===== src/rtl/fpu_issue_scheduler.sv =====
// fpu_issue_scheduler
// Issues add/mul/div/sqrt requests to fully pipelined FP units and books the
// shared result bus in a reservation table. slot_*_r[k] holds the operation
// whose result appears on wb_* k cycles from now. The wb_* registers are
// slot 0 of that table. A request is accepted only when its completion slot
// is free, so no two results ever share a cycle on the bus.
module fpu_issue_scheduler #(
  parameter int LAT_ADD  = 2,
  parameter int LAT_MUL  = 2,
  parameter int LAT_DIV  = 2,
  parameter int LAT_SQRT = 6,
  parameter int MAX_LAT  = 8
) (
  input  logic       clk,
  input  logic       reset,
  input  logic       flush,
  input  logic       req_valid,
  input  logic [1:0] req_op,
  input  logic [3:0] req_tag,
  output logic       req_ready,
  output logic       issue_add,
  output logic       issue_mul,
  output logic       issue_div,
  output logic       issue_sqrt,
  output logic       wb_valid,
  output logic [1:0] wb_op,
  output logic [3:0] wb_tag,
  output logic [3:0] inflight
);

  localparam int IDX_W = $clog2(MAX_LAT);

  // The inflight port is 4 bits wide, so MAX_LAT is capped at 15.
  // Every unit latency must fit inside the table, with slot 0 being wb_*.
  if (MAX_LAT < 2 || MAX_LAT > 15 ||
      LAT_ADD  < 1 || LAT_ADD  > MAX_LAT - 1 ||
      LAT_MUL  < 1 || LAT_MUL  > MAX_LAT - 1 ||
      LAT_DIV  < 1 || LAT_DIV  > MAX_LAT - 1 ||
      LAT_SQRT < 1 || LAT_SQRT > MAX_LAT - 1) begin : g_bad_params
    $error("fpu_issue_scheduler: LAT_* must lie in 1..MAX_LAT-1 and MAX_LAT in 2..15");
  end

  // The function returns the latency of the unit selected by op.
  function automatic logic [IDX_W-1:0] lat_of(input logic [1:0] op);
    case (op)
      2'b00:   lat_of = IDX_W'(LAT_ADD);
      2'b01:   lat_of = IDX_W'(LAT_MUL);
      2'b10:   lat_of = IDX_W'(LAT_DIV);
      2'b11:   lat_of = IDX_W'(LAT_SQRT);
      default: lat_of = IDX_W'(LAT_ADD);
    endcase
  endfunction

  // These are the reservation-table slots 1..MAX_LAT-1.
  logic [MAX_LAT-1:1] slot_vld_r;
  logic [1:0]         slot_op_r  [MAX_LAT-1:1];
  logic [3:0]         slot_tag_r [MAX_LAT-1:1];

  logic [IDX_W-1:0]   lat_sel_s;
  logic               target_busy_s;
  logic               accept_s;

  // Handshake: the completion slot for the requested op must be free.
  // The slot must be free as seen before this cycle's shift.
  always_comb begin
    lat_sel_s     = lat_of(req_op);
    target_busy_s = slot_vld_r[lat_sel_s];
    req_ready     = 1'b0;
    if (!reset && !flush && !target_busy_s) begin
      req_ready = 1'b1;
    end else begin
      req_ready = 1'b0;
    end
    accept_s = req_valid & req_ready;
  end

  // The one-cycle start strobe goes only to the unit that was accepted.
  always_comb begin
    issue_add  = 1'b0;
    issue_mul  = 1'b0;
    issue_div  = 1'b0;
    issue_sqrt = 1'b0;
    if (accept_s) begin
      case (req_op)
        2'b00:   issue_add  = 1'b1;
        2'b01:   issue_mul  = 1'b1;
        2'b10:   issue_div  = 1'b1;
        2'b11:   issue_sqrt = 1'b1;
        default: issue_add  = 1'b0;
      endcase
    end else begin
      issue_add = 1'b0;
    end
  end

  for (genvar k = 1; k < MAX_LAT; k++) begin : g_slot
    logic       up_vld_s;
    logic [1:0] up_op_s;
    logic [3:0] up_tag_s;

    if (k == MAX_LAT - 1) begin : g_top
      assign up_vld_s = 1'b0;
      assign up_op_s  = 2'b00;
      assign up_tag_s = 4'h0;
    end else begin : g_mid
      assign up_vld_s = slot_vld_r[k+1];
      assign up_op_s  = slot_op_r[k+1];
      assign up_tag_s = slot_tag_r[k+1];
    end

    // Slot k either takes the entry shifting down from k+1 or captures a
    // newly accepted op. Its target slot LAT before the shift is LAT-1 after it.
    always_ff @(posedge clk or posedge reset) begin
      if (reset) begin
        slot_vld_r[k] <= 1'b0;
        slot_op_r[k]  <= 2'b00;
        slot_tag_r[k] <= 4'h0;
      end else if (flush) begin
        slot_vld_r[k] <= 1'b0;
        slot_op_r[k]  <= 2'b00;
        slot_tag_r[k] <= 4'h0;
      end else if (accept_s && (int'(lat_sel_s) == k + 1)) begin
        slot_vld_r[k] <= 1'b1;
        slot_op_r[k]  <= req_op;
        slot_tag_r[k] <= req_tag;
      end else begin
        slot_vld_r[k] <= up_vld_s;
        slot_op_r[k]  <= up_op_s;
        slot_tag_r[k] <= up_tag_s;
      end
    end
  end

  // The result bus is slot 0. It is loaded from slot 1, or directly when LAT is 1.
  always_ff @(posedge clk or posedge reset) begin
    if (reset) begin
      wb_valid <= 1'b0;
      wb_op    <= 2'b00;
      wb_tag   <= 4'h0;
    end else if (flush) begin
      wb_valid <= 1'b0;
      wb_op    <= 2'b00;
      wb_tag   <= 4'h0;
    end else if (accept_s && (int'(lat_sel_s) == 1)) begin
      wb_valid <= 1'b1;
      wb_op    <= req_op;
      wb_tag   <= req_tag;
    end else begin
      wb_valid <= slot_vld_r[1];
      wb_op    <= slot_op_r[1];
      wb_tag   <= slot_tag_r[1];
    end
  end

  // The in-flight count includes the op that is currently on the result bus.
  always_ff @(posedge clk or posedge reset) begin
    if (reset) begin
      inflight <= 4'd0;
    end else if (flush) begin
      inflight <= 4'd0;
    end else if (accept_s && !wb_valid && (int'(inflight) < MAX_LAT)) begin
      inflight <= inflight + 4'd1;
    end else if (!accept_s && wb_valid && (inflight != 4'd0)) begin
      inflight <= inflight - 4'd1;
    end else begin
      inflight <= inflight;
    end
  end

endmodule

===== config.mk =====
export PLATFORM = sky130hd
export DESIGN_NAME = fpu_issue_scheduler
export DESIGN_NICKNAME = d
export VERILOG_FILES = /design/src/rtl/fpu_issue_scheduler.sv
export SDC_FILE = /design/constraint.sdc
export NUM_CORES = 1
export LEC_CHECK = 0
export ABC_AREA = 0
export CORE_ASPECT_RATIO = 2
export CORE_UTILIZATION = 40
export DETAILED_ROUTE_END_ITERATION = 16
export PLACE_DENSITY = 0.71
export REMOVE_ABC_BUFFERS = 1
export SKIP_CTS_REPAIR_TIMING = 1
export SLEW_MARGIN = 30
export SYNTH_ARGS = -nofsm -noshare
export SYNTH_HDL_FRONTEND = slang
export SYNTH_SLANG_ARGS = --single-unit

===== constraint.sdc =====
create_clock -name clk -period 2.6 [get_ports clk]
set_input_delay 0.26 -clock clk [delete_from_list [all_inputs] [get_ports clk]]
set_output_delay 0.26 -clock clk [all_outputs]
set_load 0.005 [all_outputs]

==> impl_metrics.env <==
export IMPL_placedCellCount=230
export IMPL_routedWlPerCell_microns=14.1
export IMPL_seq_area_frac_synth_pct=64.3
export IMPL_start_util_pct=41.3
export IMPL_antenna_found_initial=0
export IMPL_crit_path_end_kind="output port"
export IMPL_synth_commonest_cells="46 x dfrtp_1, 28 x nor2b_1, 17 x nor2_1"
export IMPL_grt_pass1_vias=1227
export IMPL_status="complete, no violations"
export IMPL_ys_seq_elements=46
export IMPL_syn_to_final_growth_pct=26.6
export IMPL_dieArea_sq_um=4760
export IMPL_cts_root_buf="clkbuf_8"
export IMPL_clk_pin_slew_ns=0.08
export IMPL_setup_slack_ns=0.273
export IMPL_maxCapViolations=0
export IMPL_ys_types=32
export IMPL_yosysMostFrequentCell="dfrtp_1"
export IMPL_max_vdd_ir_drop_mv=0.465
export IMPL_finalSetupTns_ns=0
export IMPL_drive_gt1_share_pct=12.0
export IMPL_gr_total_overflow=0
export IMPL_fin_nets=196
export IMPL_crit_chain="clkdlybuf4s50_1 > nor3b_1 > nand2b_1 > nor2_1 > and2_1 > clkdlybuf4s50_1"
export IMPL_yosys_area_top_type="dfrtp_1"
export IMPL_start_kind="input pin"
export IMPL_grt_use_total_pct=16.5
export IMPL_cts_buffers=5
export IMPL_path_class="input pin to output port"
export IMPL_drt_wl_total_microns=3350
export IMPL_cts_path_max_buffers=2
export IMPL_skew_ns=0.000951
export IMPL_crit_top_cell="clkdlybuf4s50_1"
export IMPL_synth_edf_count=0
export IMPL_cts_tree="built"
export IMPL_antenna_cells=0
export IMPL_async_flop_share_pct=100
export IMPL_hold_path_class="input pin to asynchronous set/reset pin"
export IMPL_grt_max_degree=22
export IMPL_synthFlopType="dfrtp_1"
export IMPL_drc=0
export IMPL_syn_cell_area_sq_um=1790
export IMPL_total_power_mw=1.39
export IMPL_whs_ns=0.311
export IMPL_syn_instance_count=147
export IMPL_io_buffers=25
export IMPL_drt_pass1_iterations=4
export IMPL_dieHeight_microns=96.6
export IMPL_clock_sinks=46
export IMPL_nFillCells=409
export IMPL_dp_final_hpwl_microns=2460
export IMPL_synth_warnings=0
export IMPL_utilization_pct=52.2
export IMPL_synth_top_cell_area_share_pct=64.3
export IMPL_worstPathMaxFanout=4
export IMPL_rsz0062_at_grt="false"
export IMPL_placed_area_sq_um=2160
export IMPL_drv_slew=0
export IMPL_htreeDepth=2
export IMPL_place_congestion=0.899
export IMPL_p_leak_nw=1.10
export IMPL_viasPerCell=4.97
export IMPL_max_freq_mhz=430
export IMPL_finalCritPeriodShare_pct=89.5
export IMPL_stdcell_area_sq_um=2270
export IMPL_required_ns=2.34
export IMPL_slowest_delay_ns=0.49
export IMPL_io_pins=26
export IMPL_powerDensity_nw_per_um2=612
export IMPL_preCtsSetupSlack_ns=0.0424
export IMPL_worst_ep_arrival_time_ns=2.07
export IMPL_grt_pass1_wl_microns=5870
export IMPL_synth_area_leaders="dfrtp_1 64%, nor2b_1 9.8%, nor2_1 3.6%, mux2i_1 2.8%, and2_1 1.7%"
export IMPL_num_vias=1182
export IMPL_worst_pin_slew_ns=0.478
export IMPL_syn_avg_cell_area_sq_um=12.2
export IMPL_crit_slowest_cell="clkdlybuf4s50_1"
export IMPL_drtIter0Drc=27
export IMPL_hold_violations=0
export IMPL_die_x_microns=49.3
export IMPL_setup_violations=0
export IMPL_clock_latency_ns=0.29
export IMPL_ant_nets=0
export IMPL_core_area_sq_um=4340
export IMPL_instances_no_fill=238
export IMPL_floorplan_rows=34
export IMPL_period_minus_slack_ns=2.33
export IMPL_relSlewSlack_pct=67.9
==> worst paths after layout <==
path	startpoint	endpoint	slack, ns	cells past startpoint
worst max-delay path	flush	issue_mul	0.27	6
max in group asynchronous	reset	g_slot[4].up_tag_s[3]	1.74	3
worst min-delay path	reset	wb_valid	0.31	2
min in group clk	g_slot[3].up_op_s[1]	g_slot[2].up_op_s[1]	0.47	1
worst max register to register	g_slot[1].up_vld_s	inflight[2]	0.61	9
worst min register to register	g_slot[3].up_op_s[1]	g_slot[2].up_op_s[1]	0.47	1
==> critical path, delay by kind of cell <==
kind,cells,cell delay (ns)
and+or+nand+nor,4,0.83
buffers and inverters,2,0.98
==> cells in the final DEF (no fill, tap or decap), types with 2 or more instances in the layout <==
master,instances
a21oi_1,3
and2_1,5
buf_4,10
clkbuf_8,5
clkdlybuf4s50_1,25
clkinv_2,2
dfrtp_1,46
ha_1,2
inv_1,4
mux2i_1,5
nand2_1,3
nor2_1,17
nor2b_1,28
nor3_1,3
nor3b_1,2
o211ai_1,2
o221a_2,2
o31ai_1,2
==> power breakdown <==
group	total (mW)	internal [mW]	switching, mW
sequential	0.740	0.726	0.0139
combinational	0.135	0.0644	0.0702
clock	0.513	0.283	0.230
==> metal layers <==
layer	wire, microns	global-route usage (%)
met5	0	0
met1	1280	19.0
met4	96	9.28
met3	134	2.99
met2	1840	28.0
==> sequential cells by signal, indices dropped and copies added (netlist names) <==
name / count
g_slot.up_op_s: 8
g_slot.up_tag_s: 16
g_slot.up_vld_s: 4
inflight: 4
slot_op_r: 2
slot_tag_r: 4
slot_vld_r: 1
wb_op: 2
wb_tag: 4
wb_valid: 1
==> area by class of cell <==
| type | count | area (sq um) | share of cell area (%) |
|---|---|---|---|
| Multi-Input combinational cell | 90 | 596 | 26.3 |
| Inverter | 5 | 18.8 | 0.828 |
| Tap cell | 54 | 67.6 | 2.98 |
| Sequential cell | 46 | 1150 | 50.8 |
| Timing Repair Buffer | 35 | 325 | 14.3 |
| Clock inverter | 3 | 40.0 | 1.77 |
| Clock buffer | 5 | 68.8 | 3.04 |
==> cell families (layout without fill, tap and decap cells) <==
| group | Yosys count | count (layout) | share of synthesized area (%) |
|---|---|---|---|
| buf+inv | 11 | 48 | 2.45 |
| flops | 46 | 46 | 64.3 |
| compound gates | 17 | 17 | 7.41 |
| simple gates | 63 | 63 | 19.4 |
| mux | 6 | 6 | 3.42 |
| fa+ha+maj | 3 | 3 | 2.52 |
| xor+xnor | 1 | 1 | 0.489 |
(Power assumes the default switching activity.)
